File: src/rtl/seg_pkg.sv
// Shared constants for the 4-digit multiplexed hex display path.
// Used by seg_scan_mux and the downstream hex-to-7-segment decoder top.
package seg_pkg;

    localparam int NUM_DIGITS = 4;
    localparam int IDX_W      = 2;
    localparam int NIB_W      = 4;
    localparam int DISP_W     = NUM_DIGITS * NIB_W;

    // Digit select during the anti-ghosting gap: every digit driver off.
    localparam logic [NUM_DIGITS-1:0] DIGIT_EN_GAP = 4'b0000;
    // Digit select / blank values presented straight out of reset.
    localparam logic [NUM_DIGITS-1:0] DIGIT_EN_RST = 4'b0001;
    localparam logic                  BLANK_OFF    = 1'b0;
    localparam logic [DISP_W-1:0]     DISP_RESET   = '0;

    // Scan phase: showing a digit, or the one-cycle gap after a tick.
    typedef enum logic {
        PH_SHOW = 1'b0,
        PH_GAP  = 1'b1
    } phase_e;

    // One-hot digit select for a digit index; bit n drives digit n.
    function automatic logic [NUM_DIGITS-1:0] digit_onehot(input logic [IDX_W-1:0] idx);
        return 4'b0001 << idx;
    endfunction

endpackage

File: src/rtl/seg_scan_tick.sv
// Digit-slot prescaler: counts 0..CLK_DIV-1 and asserts tick while the
// count sits at its last value, then wraps to 0.
module seg_scan_tick #(
    parameter int CLK_DIV = 50000
) (
    input  logic clk,
    input  logic rst,
    output logic tick
);

    localparam int              CNT_W   = (CLK_DIV > 1) ? $clog2(CLK_DIV) : 1;
    localparam logic [CNT_W-1:0] CNT_MAX = CNT_W'(CLK_DIV - 1);

    logic [CNT_W-1:0] cnt_q;
    logic [CNT_W-1:0] cnt_d;

    assign tick = (cnt_q == CNT_MAX);

    // Next count: wrap on the terminal value, otherwise increment.
    always_comb begin
        cnt_d = tick ? '0 : cnt_q + CNT_W'(1);
    end

    // Prescaler register with synchronous reset.
    always_ff @(posedge clk) begin
        if (rst) cnt_q <= '0;
        else     cnt_q <= cnt_d;
    end

endmodule

File: src/rtl/seg_scan_mux.sv
// Four-digit hex display scanner. Steps a digit index on every prescaler
// tick, inserts a one-cycle all-off gap on each digit change, and presents
// the selected nibble to the downstream hex-to-7-segment decoder.
// A new value is staged in a pending register and only promoted to the
// display register on the frame wrap, so a frame is never torn.
// Optional build macro SEG_SCAN_BLANK_EN enables leading-zero blanking.
module seg_scan_mux
    import seg_pkg::*;
#(
    parameter int CLK_DIV = 50000
) (
    input  logic                  clk,
    input  logic                  rst,
    input  logic [DISP_W-1:0]     value,
    input  logic                  load,
    output logic [NIB_W-1:0]      hex,
    output logic [NUM_DIGITS-1:0] digit_en,
    output logic                  blank,
    output logic                  frame_done
);

    logic tick;

    seg_scan_tick #(.CLK_DIV(CLK_DIV)) u_tick (
        .clk  (clk),
        .rst  (rst),
        .tick (tick)
    );

    logic [IDX_W-1:0]      idx_q,        idx_d;
    phase_e                phase_q,      phase_d;
    logic [DISP_W-1:0]     display_q,    display_d;
    logic [DISP_W-1:0]     pending_q,    pending_d;
    logic                  pend_vld_q,   pend_vld_d;
    logic [NIB_W-1:0]      hex_q,        hex_d;
    logic [NUM_DIGITS-1:0] digit_en_q,   digit_en_d;
    logic                  frame_done_q, frame_done_d;

    logic wrap;
    assign wrap = tick && (idx_q == IDX_W'(NUM_DIGITS - 1));

`ifdef SEG_SCAN_BLANK_EN
    logic blank_q, blank_d;
    logic lead_zero;

    // Digit n is a leading zero when it and every higher digit are zero.
    always_comb begin
        lead_zero = 1'b0;
        case (idx_q)
            2'd1:    lead_zero = (display_q[15:4]  == '0);
            2'd2:    lead_zero = (display_q[15:8]  == '0);
            2'd3:    lead_zero = (display_q[15:12] == '0);
            default: lead_zero = 1'b0;
        endcase
    end
`endif

    // Next-state: pending capture, frame-wrap swap, index step and output staging.
    always_comb begin
        idx_d        = idx_q;
        phase_d      = phase_q;
        display_d    = display_q;
        pending_d    = pending_q;
        pend_vld_d   = pend_vld_q;
        hex_d        = hex_q;
        digit_en_d   = digit_en_q;
        frame_done_d = 1'b0;
`ifdef SEG_SCAN_BLANK_EN
        blank_d      = blank_q;
`endif

        // Gap cycle over: light the digit the index now points at.
        if (phase_q == PH_GAP) begin
            phase_d    = PH_SHOW;
            digit_en_d = digit_onehot(idx_q);
            hex_d      = display_q[{idx_q, 2'b00} +: NIB_W];
`ifdef SEG_SCAN_BLANK_EN
            blank_d    = lead_zero;
`endif
        end

        // Swap uses the pending value from before any same-cycle load.
        if (wrap && pend_vld_q) begin
            display_d  = pending_q;
            pend_vld_d = 1'b0;
        end

        if (load) begin
            pending_d  = value;
            pend_vld_d = 1'b1;
        end

        if (tick) begin
            idx_d        = idx_q + IDX_W'(1);
            phase_d      = PH_GAP;
            digit_en_d   = DIGIT_EN_GAP;
            frame_done_d = wrap;
        end
    end

    // State and registered outputs; reset wins over load and tick.
    always_ff @(posedge clk) begin
        if (rst) begin
            idx_q        <= '0;
            phase_q      <= PH_SHOW;
            display_q    <= DISP_RESET;
            pending_q    <= DISP_RESET;
            pend_vld_q   <= 1'b0;
            hex_q        <= '0;
            digit_en_q   <= DIGIT_EN_RST;
            frame_done_q <= 1'b0;
        end else begin
            idx_q        <= idx_d;
            phase_q      <= phase_d;
            display_q    <= display_d;
            pending_q    <= pending_d;
            pend_vld_q   <= pend_vld_d;
            hex_q        <= hex_d;
            digit_en_q   <= digit_en_d;
            frame_done_q <= frame_done_d;
        end
    end

`ifdef SEG_SCAN_BLANK_EN
    // Blank flag follows the digit select update.
    always_ff @(posedge clk) begin
        if (rst) blank_q <= BLANK_OFF;
        else     blank_q <= blank_d;
    end

    assign blank = blank_q;
`else
    assign blank = BLANK_OFF;
`endif

    assign hex        = hex_q;
    assign digit_en   = digit_en_q;
    assign frame_done = frame_done_q;

endmodule

File: config.mk
export PLATFORM = sky130hd
export DESIGN_NAME = seg_scan_mux
export DESIGN_NICKNAME = d
export VERILOG_FILES = /design/src/rtl/seg_pkg.sv /design/src/rtl/seg_scan_tick.sv /design/src/rtl/seg_scan_mux.sv
export SDC_FILE = /design/constraint.sdc
export NUM_CORES = 1
export LEC_CHECK = 0
export BUFFER_PORTS_ARGS = -buffer_cell sky130_fd_sc_hd__buf_2
export CAP_MARGIN = 20
export CORE_ASPECT_RATIO = 1.4
export CORE_MARGIN = 1.5
export CORE_UTILIZATION = 25
export CTS_CLUSTER_SIZE = 10
export DETAILED_ROUTE_END_ITERATION = 8
export GPL_TIMING_DRIVEN = 0
export PLACE_DENSITY = 0.39
export SLEW_MARGIN = 20
export SYNTH_ARGS = -nofsm -noshare
export SYNTH_HDL_FRONTEND = slang
export SYNTH_HIERARCHICAL = 1
export SYNTH_SLANG_ARGS = --single-unit
File: constraint.sdc
create_clock -name clk -period 1.9 [get_ports clk]
set_input_delay 0.095 -clock clk [delete_from_list [all_inputs] [get_ports clk]]
set_output_delay 0.095 -clock clk [all_outputs]
set_load 0.01 [all_outputs]
==> results.json <==
{
  "post_dp_cell_area_sq_mm": 0.00274,
  "sw_frac_of_total": 0.203,
  "clk_pin_slew_ns": 0.05,
  "postRouteAntennaNets": 0,
  "final_area_sq_mm": 0.00311,
  "synth_cells": 258,
  "final_max_slew_viol_count": 0,
  "fin_crit_sh": 0.949,
  "htree_num_levels": 3,
  "synth-edff-count": 0,
  "hold_violations": 0,
  "routedWlPerCell_microns": 12.3,
  "yosysMostFrequentCell": "dfxtp_1",
  "clk_latency_ns": 0.32,
  "cts-root-buf": "clkbuf_16",
  "finish.utilization": 0.327,
  "min_path_type": "in2reg",
  "dpl_worst_slack_ns": -0.317,
  "core_sq_mm": 0.00951,
  "die_w_microns": 86.6,
  "layout-drive-gt1-share": 0.199,
  "async_reset_ff_frac": 0,
  "rows": 42,
  "synth.area.top_cells": "dfxtp_1 50%, mux2i_1 10%, nor2_1 6.8%",
  "areaGrowthSynthToFinish_pct": 27.2,
  "grt_pass1_vias": 1680,
  "port_buffers": 26,
  "p_leak_nw": 1.17,
  "layout_min_cycle_time_ns": 1.80,
  "cp_top_family": "simple AND/OR/NAND/NOR gates",
  "worst_path_max_delay_cell": "dfxtp_2",
  "tightest_slew_ns": 0.529,
  "total_power_mw": 3.00,
  "start_util": 0.257,
  "route.vias.total": 1780,
  "max_slew_margin": 0.647,
  "yosysUniqueCellTypes": 26,
  "wirelength_microns": 5360,
  "yosysSeqAreaShare": 0.499,
  "clock-sinks": 61,
  "final.setup.tns_ns": 0,
  "rsz0062_at_grt": "false",
  "path_class": "reg2reg",
  "irDropWorstVdd_mv": 0.494,
  "timing.fmax_mhz": 555,
  "n_antenna_cell": 0,
  "grt_start_max_net_pins": 17,
  "drt_iter0_markers": 78,
  "critPathLaunchType": "flop",
  "synth_top_cell_area_share": 0.499,
  "fin_skew_ns": 0.00370,
  "synth_ff_type": "dfxtp_1",
  "setup_violations": 0,
  "die-area_sq_mm": 0.0104,
  "overflow": 0,
  "p_int_mw": 2.39,
  "setup.worst_path.end_class": "flop",
  "pin_count": 29,
  "path_cells": "ha_4, nand4_4, and4b_2, buf_8, and3_4, buf_4, nand2_1, a21oi_1",
  "drc_errors": 0,
  "cts_tree": "built",
  "maxCapViolations": 0,
  "die_h_microns": 120,
  "grt_pass1_wl_microns": 8580,
  "synth_top_area_cell": "dfxtp_1",
  "power_frac_seq": 0.444,
  "cpPeakStageDelay_ns": 0.37,
  "synth_nets": 282,
  "nNetsFinal": 321,
  "pwr-share-comb": 0.037,
  "cp_data_required_time_ns": 2.15,
  "synthTopCellsByCount": "61 x dfxtp_1, 44 x nor2_1, 37 x nand2_1",
  "vias_per_cell": 4.10,
  "fin_ws_ns": 0.0973,
  "dr.pass1.iters": 4,
  "syn_area_per_cell_sq_um": 9.48,
  "cts_setup_buffers": 0,
  "path_buf_inv": 2,
  "antenna_found_initial": 0,
  "clk_path_buf_depth": 2,
  "place.gp.congestion": 0.740,
  "powerDensity_mw_per_mm2": 963,
  "clkPwrFrac": 0.519,
  "grt.total_usage": 0.112,
  "worstPathMaxFanout": 10,
  "yosys_warnings": 6,
  "status": "completed",
  "ys_ff_latch": 61,
  "cts_buffers": 9,
  "synth.cell_area_sq_mm": 0.00245,
  "switchingPower_mw": 0.608,
  "arrival_ns": 2.05,
  "hpwl_microns": 3780
}
-- worst paths after layout --
| check | start | end | slack [ns] | cells after the start |
|---|---|---|---|---|
| min reg2reg | display_q[8] | display_q[8] | 0.45 | 2 |
| max | u_tick/cnt_q[0] | display_q[1] | 0.1 | 8 |
| min | value[10] | pending_q[10] | 0.01 | 3 |
| max reg2reg | u_tick/cnt_q[0] | display_q[1] | 0.1 | 8 |
-- logic make-up after synthesis --
family,count (synthesis),share of synthesized area
and+or+nand+nor,108,0.194
DFF,61,0.499
muxes,29,0.139
buffers and inverters,21,0.0491
AOI/OAI and AO/OA,18,0.0379
xor gates and xnor gates,15,0.0537
adders and majority gates,5,0.0256
other,1,0.00153
-- per-stage QoR --
step | instances | hold slack (ns)
3_3_place_gp | 416 | 0.291
6_report | 434 | 0.00950
2_1_floorplan | 258 | 0.167
4_1_cts | 434 | 0.00148
3_5_place_dp | 416 | 0.304
5_1_grt | 434 | 0.00489
-- cell usage in the layout, fill, tap and decap left out, drive strengths merged --
master,synthesis,routed
a21oi,17,17
and3,1,1
and4b,1,1
buf,11,36
clkbuf,5,21
conb,1,1
dfxtp,61,61
dlygate4sd3,0,3
ha,5,5
inv,5,5
mux2i,25,25
mux4,4,4
nand2,37,37
nand3,6,6
nand4,4,4
nor2,44,44
nor2b,1,1
nor3,7,7
nor4,4,4
nor4bb,2,2
o21bai,1,1
or2,1,1
xnor2,14,14
xor2,1,1
-- metal layers --
metal	share of wire	track usage	up-vias
li1	-	-	939
met1	0.46	0.129	806
met2	0.48	0.177	26
met3	0.036	0.0358	9
met4	0.025	0.0726	0
met5	0	0	-
-- flip-flops by register name (all words and copies together) (netlist names) --
signal and cells:
display_q 16, pending_q 16, u_tick/cnt_q 16, digit_en 4
hex 4, idx_q 2, frame_done 1, pend_vld_q 1
phase_q 1
-- worst register-to-register path, cell delays in order (launching register included) --
cell and delay, ns:
dfxtp_2 0.37, ha_4 0.17, nand4_4 0.14, and4b_2 0.36, buf_8 0.15, and3_4 0.21, buf_4 0.17, nand2_1 0.06
a21oi_1 0.11
-- power by group through the flow --
stage	Clock (mW)	Sequential [mW]	Combinational (mW)
final	1.56	1.33	0.110
after global routing	1.67	1.33	0.124
after CTS	1.61	1.33	0.113
after detailed placement	0	1.35	0.106
after global placement	0	1.35	0.105
after floorplan	0	1.35	0.0689
-- layout make-up --
type	count	area (sq um)
clock buffers	16	292
repair buffers	30	168
plain buffers	14	100
fillers	1012	6400
inverters	5	18.8
well taps	132	165
multi-input cells	176	1140
flip-flops and latches	61	1220
-- repair_timing --
item | 4_1_cts | 5_1_grt
endpoints found under the setup margin | 16 | 16
endpoints found under the hold margin | 3 | 0
gates cloned | 0 | 1
gates resized for setup | 10 | 5
hold buffers | 3 | 0
No activity file was read; power rests on OpenSTA's default activity.
